`src/rtl/hc595_pkg.sv`:
```
// Shared definitions for the 74x595 chain driver.
// Holds the transmit FSM state type and the number of bits each 74x595 contributes to the chain.
package hc595_pkg;

    // Transmit FSM states: wait for a word, drive SRCLK low/high per bit, then pulse RCLK
    typedef enum logic [1:0] {
        IDLE,
        SHIFT_L,
        SHIFT_H,
        LATCH
    } hc595_state_e;

    localparam int BITS_PER_CHIP = 8;

endpackage

```
`src/rtl/hc595_phase_timer.sv`:
```
// Loadable down-counter that times one SRCLK/RCLK phase.
// Ports:
//   clk_i       system clock
//   rst_i       synchronous reset, active-high (counter cleared, done_o high)
//   load_i      start a new phase this edge
//   loadLong_i  when loading, stretch the phase by one extra cycle
//   done_o      phase has run its full length; high while the counter sits at zero
module hc595_phase_timer
    import hc595_pkg::*;
#(
    parameter int CLK_DIV = 1
) (
    input  logic clk_i,
    input  logic rst_i,
    input  logic load_i,
    input  logic loadLong_i,
    output logic done_o
);

    localparam int CNT_W = $clog2(CLK_DIV + 1);

    logic [CNT_W-1:0] cnt_q;
    logic [CNT_W-1:0] cnt_d;

    // A normal load of CLK_DIV-1 makes done_o appear CLK_DIV cycles after the load edge.
    // The long load (CLK_DIV) adds one cycle so the first bit gets extra SER setup after accept.
    // The counter parks at zero instead of wrapping.
    always_comb begin
        cnt_d = cnt_q;
        if (load_i) begin
            cnt_d = loadLong_i ? CNT_W'(CLK_DIV) : CNT_W'(CLK_DIV - 1);
        end else if (cnt_q != '0) begin
            cnt_d = cnt_q - CNT_W'(1);
        end
    end

    // Counter register with synchronous clear
    always_ff @(posedge clk_i) begin
        if (rst_i) begin
            cnt_q <= '0;
        end else begin
            cnt_q <= cnt_d;
        end
    end

    assign done_o = (cnt_q == '0);

endmodule

```
`src/rtl/hc595_chain_driver.sv`:
```
// Transmit side of the 74x595 serial interface.
// Accepts one parallel word per VALID/READY handshake, shifts it MSB-first into N_CHIPS cascaded
// 74x595s over SER/SRCLK, then pulses RCLK to move it to the chip outputs.
// Ports:
//   clk_i    system clock
//   rst_i    synchronous reset, active-high
//   data_i   word to transmit, sampled on accept
//   valid_i  data_i valid
//   ready_o  idle and able to accept a word
//   ser_o    serial data to the first chip's SER pin
//   srclk_o  shift clock to all chips
//   rclk_o   storage-register clock to all chips
//   oe_n_o   output enable to all chips, active-low
module hc595_chain_driver
    import hc595_pkg::*;
#(
    parameter  int N_CHIPS = 1,
    parameter  int CLK_DIV = 1,
    localparam int WIDTH   = BITS_PER_CHIP * N_CHIPS
) (
    input  logic             clk_i,
    input  logic             rst_i,
    input  logic [WIDTH-1:0] data_i,
    input  logic             valid_i,
    output logic             ready_o,
    output logic             ser_o,
    output logic             srclk_o,
    output logic             rclk_o,
    output logic             oe_n_o
);

    localparam int BCW = $clog2(WIDTH + 1);

    if (CLK_DIV < 1) begin : g_badClkDiv
        $error("hc595_chain_driver: CLK_DIV must be at least 1");
    end

    hc595_state_e     state_q;
    logic [WIDTH-1:0] shiftReg_q;
    logic [BCW-1:0]   bitCnt_q;
    logic             srclk_q;
    logic             rclk_q;
    logic             oeN_q;
    logic             ready_q;

    logic accept;
    logic timerLoad;
    logic timerLong;
    logic timerDone;

    // READY is only ever high in IDLE, so it alone qualifies the handshake
    assign accept = valid_i && ready_q;

    // Restart the phase timer on accept (stretched first phase) and whenever a phase completes
    always_comb begin
        timerLoad = 1'b0;
        timerLong = 1'b0;
        if (state_q == IDLE) begin
            timerLoad = accept;
            timerLong = 1'b1;
        end else begin
            timerLoad = timerDone;
        end
    end

    hc595_phase_timer #(
        .CLK_DIV(CLK_DIV)
    ) u_phaseTimer (
        .clk_i     (clk_i),
        .rst_i     (rst_i),
        .load_i    (timerLoad),
        .loadLong_i(timerLong),
        .done_o    (timerDone)
    );

    // Transmit FSM. SER is the shift register MSB, so it changes only when SRCLK falls and
    // naturally returns to zero once all WIDTH bits have been shifted out.
    always_ff @(posedge clk_i) begin
        if (rst_i) begin
            state_q    <= IDLE;
            shiftReg_q <= '0;
            bitCnt_q   <= '0;
            srclk_q    <= 1'b0;
            rclk_q     <= 1'b0;
            oeN_q      <= 1'b1;
            ready_q    <= 1'b1;
        end else begin
            case (state_q)
                IDLE: begin
                    if (accept) begin
                        shiftReg_q <= data_i;
                        bitCnt_q   <= BCW'(WIDTH);
                        srclk_q    <= 1'b0;
                        ready_q    <= 1'b0;
                        state_q    <= SHIFT_L;
                    end
                end
                SHIFT_L: begin
                    if (timerDone) begin
                        srclk_q <= 1'b1;
                        state_q <= SHIFT_H;
                    end
                end
                SHIFT_H: begin
                    if (timerDone) begin
                        srclk_q    <= 1'b0;
                        shiftReg_q <= {shiftReg_q[WIDTH-2:0], 1'b0};
                        bitCnt_q   <= bitCnt_q - BCW'(1);
                        if (bitCnt_q == BCW'(1)) begin
                            rclk_q  <= 1'b1;
                            state_q <= LATCH;
                        end else begin
                            state_q <= SHIFT_L;
                        end
                    end
                end
                LATCH: begin
                    if (timerDone) begin
                        rclk_q  <= 1'b0;
                        oeN_q   <= 1'b0;
                        ready_q <= 1'b1;
                        state_q <= IDLE;
                    end
                end
                default: begin
                    state_q <= IDLE;
                end
            endcase
        end
    end

    assign ready_o = ready_q;
    assign ser_o   = shiftReg_q[WIDTH-1];
    assign srclk_o = srclk_q;
    assign rclk_o  = rclk_q;
    assign oe_n_o  = oeN_q;

endmodule
```
`config.mk`:
```
export PLATFORM = sky130hd
export DESIGN_NAME = hc595_chain_driver
export DESIGN_NICKNAME = d
export VERILOG_FILES = /design/src/rtl/hc595_pkg.sv /design/src/rtl/hc595_phase_timer.sv /design/src/rtl/hc595_chain_driver.sv
export SDC_FILE = /design/constraint.sdc
export NUM_CORES = 1
export LEC_CHECK = 0
export CAP_MARGIN = 40
export CORE_ASPECT_RATIO = 0.75
export CORE_MARGIN = 2
export CORE_UTILIZATION = 40
export CTS_BUF_LIST = sky130_fd_sc_hd__clkbuf_2 sky130_fd_sc_hd__clkbuf_4 sky130_fd_sc_hd__clkbuf_8
export CTS_CLUSTER_SIZE = 40
export DETAILED_ROUTE_END_ITERATION = 8
export HOLD_SLACK_MARGIN = 0.08
export SLEW_MARGIN = 10
export SYNTH_ARGS = -nofsm -noshare
export SYNTH_HDL_FRONTEND = slang
export SYNTH_HIERARCHICAL = 1
export SYNTH_SLANG_ARGS = --single-unit
```
`constraint.sdc`:
```
create_clock -name clk_i -period 3.5 [get_ports clk_i]
set_input_delay 1.05 -clock clk_i [delete_from_list [all_inputs] [get_ports clk_i]]
set_output_delay 1.05 -clock clk_i [all_outputs]
set_load 0.02 [all_outputs]
```
Word level (Yosys, flattened, before mapping) --
Index checks and enable logic that the tools add are counted.
Operators by class: add/subtract/negate cells 2, equality and inequality tests 9, muxes and demuxes 25, bitwise operators 1, reductions and logical operators 12
Operators by type and width (count):
- 8-bit two-way mux | 2
- 8-bit case mux with 2 select lines | 1
- 4-bit AND reduction | 3
- 1-bit two-way mux | 10
- 2-bit two-way mux | 5
- 2-bit inequality test, second input constant | 5
- 4-bit two-way mux | 2
- 2-bit case mux with 4 select lines | 1
- 4-bit case mux with 2 select lines | 1
- 3-bit AND reduction | 2
- 2-bit nonzero test | 3
- 2-bit == test, second input constant | 2
- 4-bit by 1-bit == test with 1-bit output, second input constant | 1
- 1-bit case mux with 2 select lines | 2
- 4-bit by 1-bit subtractor with 4-bit output, second input constant | 1
- 1-bit case mux with 3 select lines | 1
- 3-bit nonzero test | 1
- 2-bit by 1-bit == test with 1-bit output, second input constant | 1
- 2-bit zero test | 1
- 2-bit AND reduction | 1
- 1-bit logical AND | 1
- 1-bit NOT | 1
- 1-bit subtractor, second input constant | 1
Storage, ports and cells: bits in registers 19, input port bits 11, output and inout port bits 5, word-level logic and storage cells 57

Depth between registers and ports, before layout --
word-level depth 4, mapped depth 5, gate-level depth less buffers 5

Hierarchy --
Netlist, hierarchy kept.
Modules (own cells, without submodules):
- hc595_chain_driver | instances 1, cells an instance 93, area each 937.1 µm², seq. area each 360.3 µm²
- hc595_phase_timer | instances 1, cells an instance 3, area each 32.5 µm², seq. area each 20.0 µm²

Worst setup path after synthesis --
No wires, ideal clock.
path type input-to-reg, from input valid_i, to register bitCnt_q[2], library setup time 116 ps, arrival time 1716 ps, data required time 3384 ps, path slack 1668 ps, cell stages on the path 4, buffers on the path 1, path through and4bb_1 > buf_4 > nor3_1 > a31o_1
On the way: cells in the longest elaborated chain, start to end 3
RTL lines:
- start: declaration | line hc595_chain_driver.sv:24 | input logic valid_i,
- 1-bit logical AND | line hc595_chain_driver.sv:52 | assign accept = valid_i && ready_q;
- 2-bit inequality test (no source line)
- 3-bit AND reduction (no source line)
- end signal: assignment | line hc595_chain_driver.sv:92 | bitCnt_q <= BCW'(WIDTH);
- end signal: assignment | line hc595_chain_driver.sv:108 | bitCnt_q <= bitCnt_q - BCW'(1);
- end: declaration | line hc595_chain_driver.sv:40 | logic [BCW-1:0] bitCnt_q;
Every way passes these cells. A chain may end at the register's enable or synchronous reset.

Worst setup path in the final report --
from register ready_q, in the netlist ready_o, to output ready_o
RTL lines:
- start: declaration | line hc595_chain_driver.sv:44 | logic ready_q;
- start signal: assignment | line hc595_chain_driver.sv:86 | ready_q <= 1'b1;
- start signal: assignment | line hc595_chain_driver.sv:94 | ready_q <= 1'b0;
- start signal: assignment | line hc595_chain_driver.sv:121 | ready_q <= 1'b1;
- end: declaration | line hc595_chain_driver.sv:25 | output logic ready_o,
No word-level cell between the ends.

==> run summary <==
Status - finished clean
Synth area leaders - dfxtp_1 39%, a211oi_2 9.0%, mux2i_1 7.2%, nor3_1 5.2%, a21oi_1 3.1%
Final Core Density - 0.501
Most used DFF post-synth - dfxtp_1
Wire per inst - 12.8 um
Die Width - 60.9 um
Area fraction of the dominant cell type after synthesis - 0.392
Max Slew Vio Count - 0
Worst-case clock buffer depth - 2
Switching Power - 0.246 mW
Power Dens Cells - 598 mW/mm^2
Initial core utilization - 0.423
CP required - 2.45 ns
Combinational Power Share - 0.374
Drt drc - 0
DRT iter0 DRCs - 11
Pre-Repair DR Iteration Count - 4
Diodes inserted - 0
Yosys reg bits - 19
Vias in the first global route - 679
Die H - 46.6 um
GPL Wtd Cong - 0.717
Cell Rows - 15
# hold bufs at CTS - 0
Port Buf Inserts - 15
Synth warn - 6
Top delay family on crit path - buffers and inverters
Critical Path Fanout Max - 4
Post-Syn Area - 970 sq um
Synth cell types - 34
Fin. Hold Viols - 0
Final Non-Filler Cells - 142
LEAKAGE - 0.388 nW
CP cell instances - clkdlybuf4s50_1
Setup_tns - 0 ns
F_max - 425 MHz
Power, Total - 0.686 mW
Placed wire-length estimate - 1.29 mm
Top-count cell post-synth - dfxtp_1
Pin count of the biggest net entering global routing - 18
Via count - 739
Number of synthesized flops with an enable pin - 0
Dpl ws - 0.954 ns
Register share of total power - 0.453
Layout area overhead - 18.3%
H-tree depth - 1
Finished Cell Area - 0.00115 sq mm
First-pass GRT wire length - 3.06 mm
VDD IR max - 0.000356 V
CTS root buffer - clkbuf_4
Top cells by count, synth - 19 x dfxtp_1, 10 x nor3_1, 7 x a211oi_2, 7 x mux2i_1, 6 x a21oi_1
Crit path arrival time - 1.31 ns
Max_cap viols - 0
Clock power share - 0.174
Synth area leader - dfxtp_1
Post-Syn Area per Cell - 10.1 sq um
Cts bufs inserted - 3
Setup crit end kind - primary output
Routed wire length - 1.82 mm
Vias per cell - 5.20
WP buf/inv - 1
FFs w/ async S/R, synth - 0
Share of post-route cells with drive strength above 1 - 0.157
# placed instances - 138
Sequential share of the synthesized area - 0.392
All-Layer GR Usage - 0.150
CP Launch Point - ready_o
Slew margin rel. - 0.550
Fin Hold WS - 0.461 ns
Sw frac - 0.359
CP max stage delay - 0.62 ns
PnR worst setup slack - 1.14 ns
Setup CP Type - reg -> out
CTS clock-pin slew for the worst setup and hold paths - 0.11 ns
Slew @ Worst Pin - 0.673 ns
Fin crit share - 0.673
Final Setup Violations - 0
Fill cells - 228
Critical-path top delay cell - clkdlybuf4s50_1
RSZ-0062 raised after global routing - false
ANT nets after route - 0
Post-Syn Nets - 109
Die area - 0.00284 sq mm
Synth Instances - 96
Skew-Pair Late Insertion Delay - 0.29 ns
CTS Sinks - 19
I/O Pins - 16
CTS tree - done
Dpl cell area - 0.00112 sq mm
Startpoint Class - register
Total gr overflow - 0
Reg-to-Reg Start - state_q[1]
Worst Min Path Start - oe_n_o
Cell internal pwr - 0.440 mW
Setup skew after layout - 0.00395 ns
Initial antenna violation count - 0
Post-layout min period - 2.36 ns
Worst min-delay path class - reg -> reg
Setup Fix Bufs, Post-CTS - 0
CTS resizes - 0
Core area - 0.00229 sq mm
Nets - 122
==> flip-flops by register name (all words and copies together) (netlist names) <==
signal / count
state_q: 2
oe_n_o: 1
u_phaseTimer/cnt_q: 1
shiftReg_q: 8
ready_o: 1
srclk_o: 1
bitCnt_q: 4
rclk_o: 1
==> layer usage <==
| layer | wire length [um] | up-vias | GRT usage |
|---|---|---|---|
| met2 | 762 | 13 | 0.213 |
| li1 | - | 375 | - |
| met3 | 76 | 2 | 0.0590 |
| met1 | 968 | 349 | 0.216 |
| met5 | 0 | - | 0 |
| met4 | 12 | 0 | 0.0261 |
==> layout make-up <==
cell class                      instances  area (sq um)  share of cell area
Multi-Input combinational cell         64           518               0.451
Sequential cell                        19           380               0.332
Timing Repair Buffer                   16           158               0.137
Tap cell                               34          42.5              0.0371
Clock buffer                            4          30.0              0.0262
Inverter                                5          18.8              0.0164
==> final timing paths <==
path,endpoint,slack (ns),cells after the start
setup / recovery,ready_o,1.14,1
hold / removal,oe_n_o,0.46,1
setup reg to reg,bitCnt_q[2],1.69,3
hold reg to reg,oe_n_o,0.46,1
==> power groups by stage <==
stage          combinational (mW)  sequential, mW  clock, mW
4_1_cts                     0.258           0.311      0.124
3_5_place_dp                0.257           0.316          0
6_report                    0.256           0.311      0.119
5_1_grt                     0.283           0.319      0.136
3_3_place_gp                0.255           0.316          0
2_1_floorplan               0.220           0.302          0
==> layout by cell type (no fill, tap or decap), types with 2 or more instances in the layout <==
cell             instances
dfxtp_1                 19
and3b_1                  2
nor3_1                  10
inv_1                    5
a21oi_1                  6
clkbuf_4                 4
ha_1                     2
nand2_1                  4
clkdlybuf4s50_1         15
a211oi_1                 2
a211oi_2                 7
nand2b_1                 4
nand3_1                  3
mux2i_1                  7
==> kinds of logic (layout without fill, tap and decap cells) <==
| family | after synthesis | in the layout | synth area share |
|---|---|---|---|
| flip-flops | 19 | 19 | 0.392 |
| adder cells (fa/ha/maj) | 2 | 2 | 0.0258 |
| AO/OA/AOI/OAI | 23 | 23 | 0.226 |
| multiplexers | 7 | 7 | 0.0723 |
| AND/OR/NAND/NOR | 32 | 32 | 0.210 |
| buffers and inverters | 13 | 25 | 0.0735 |
(Power assumes the default switching activity.)
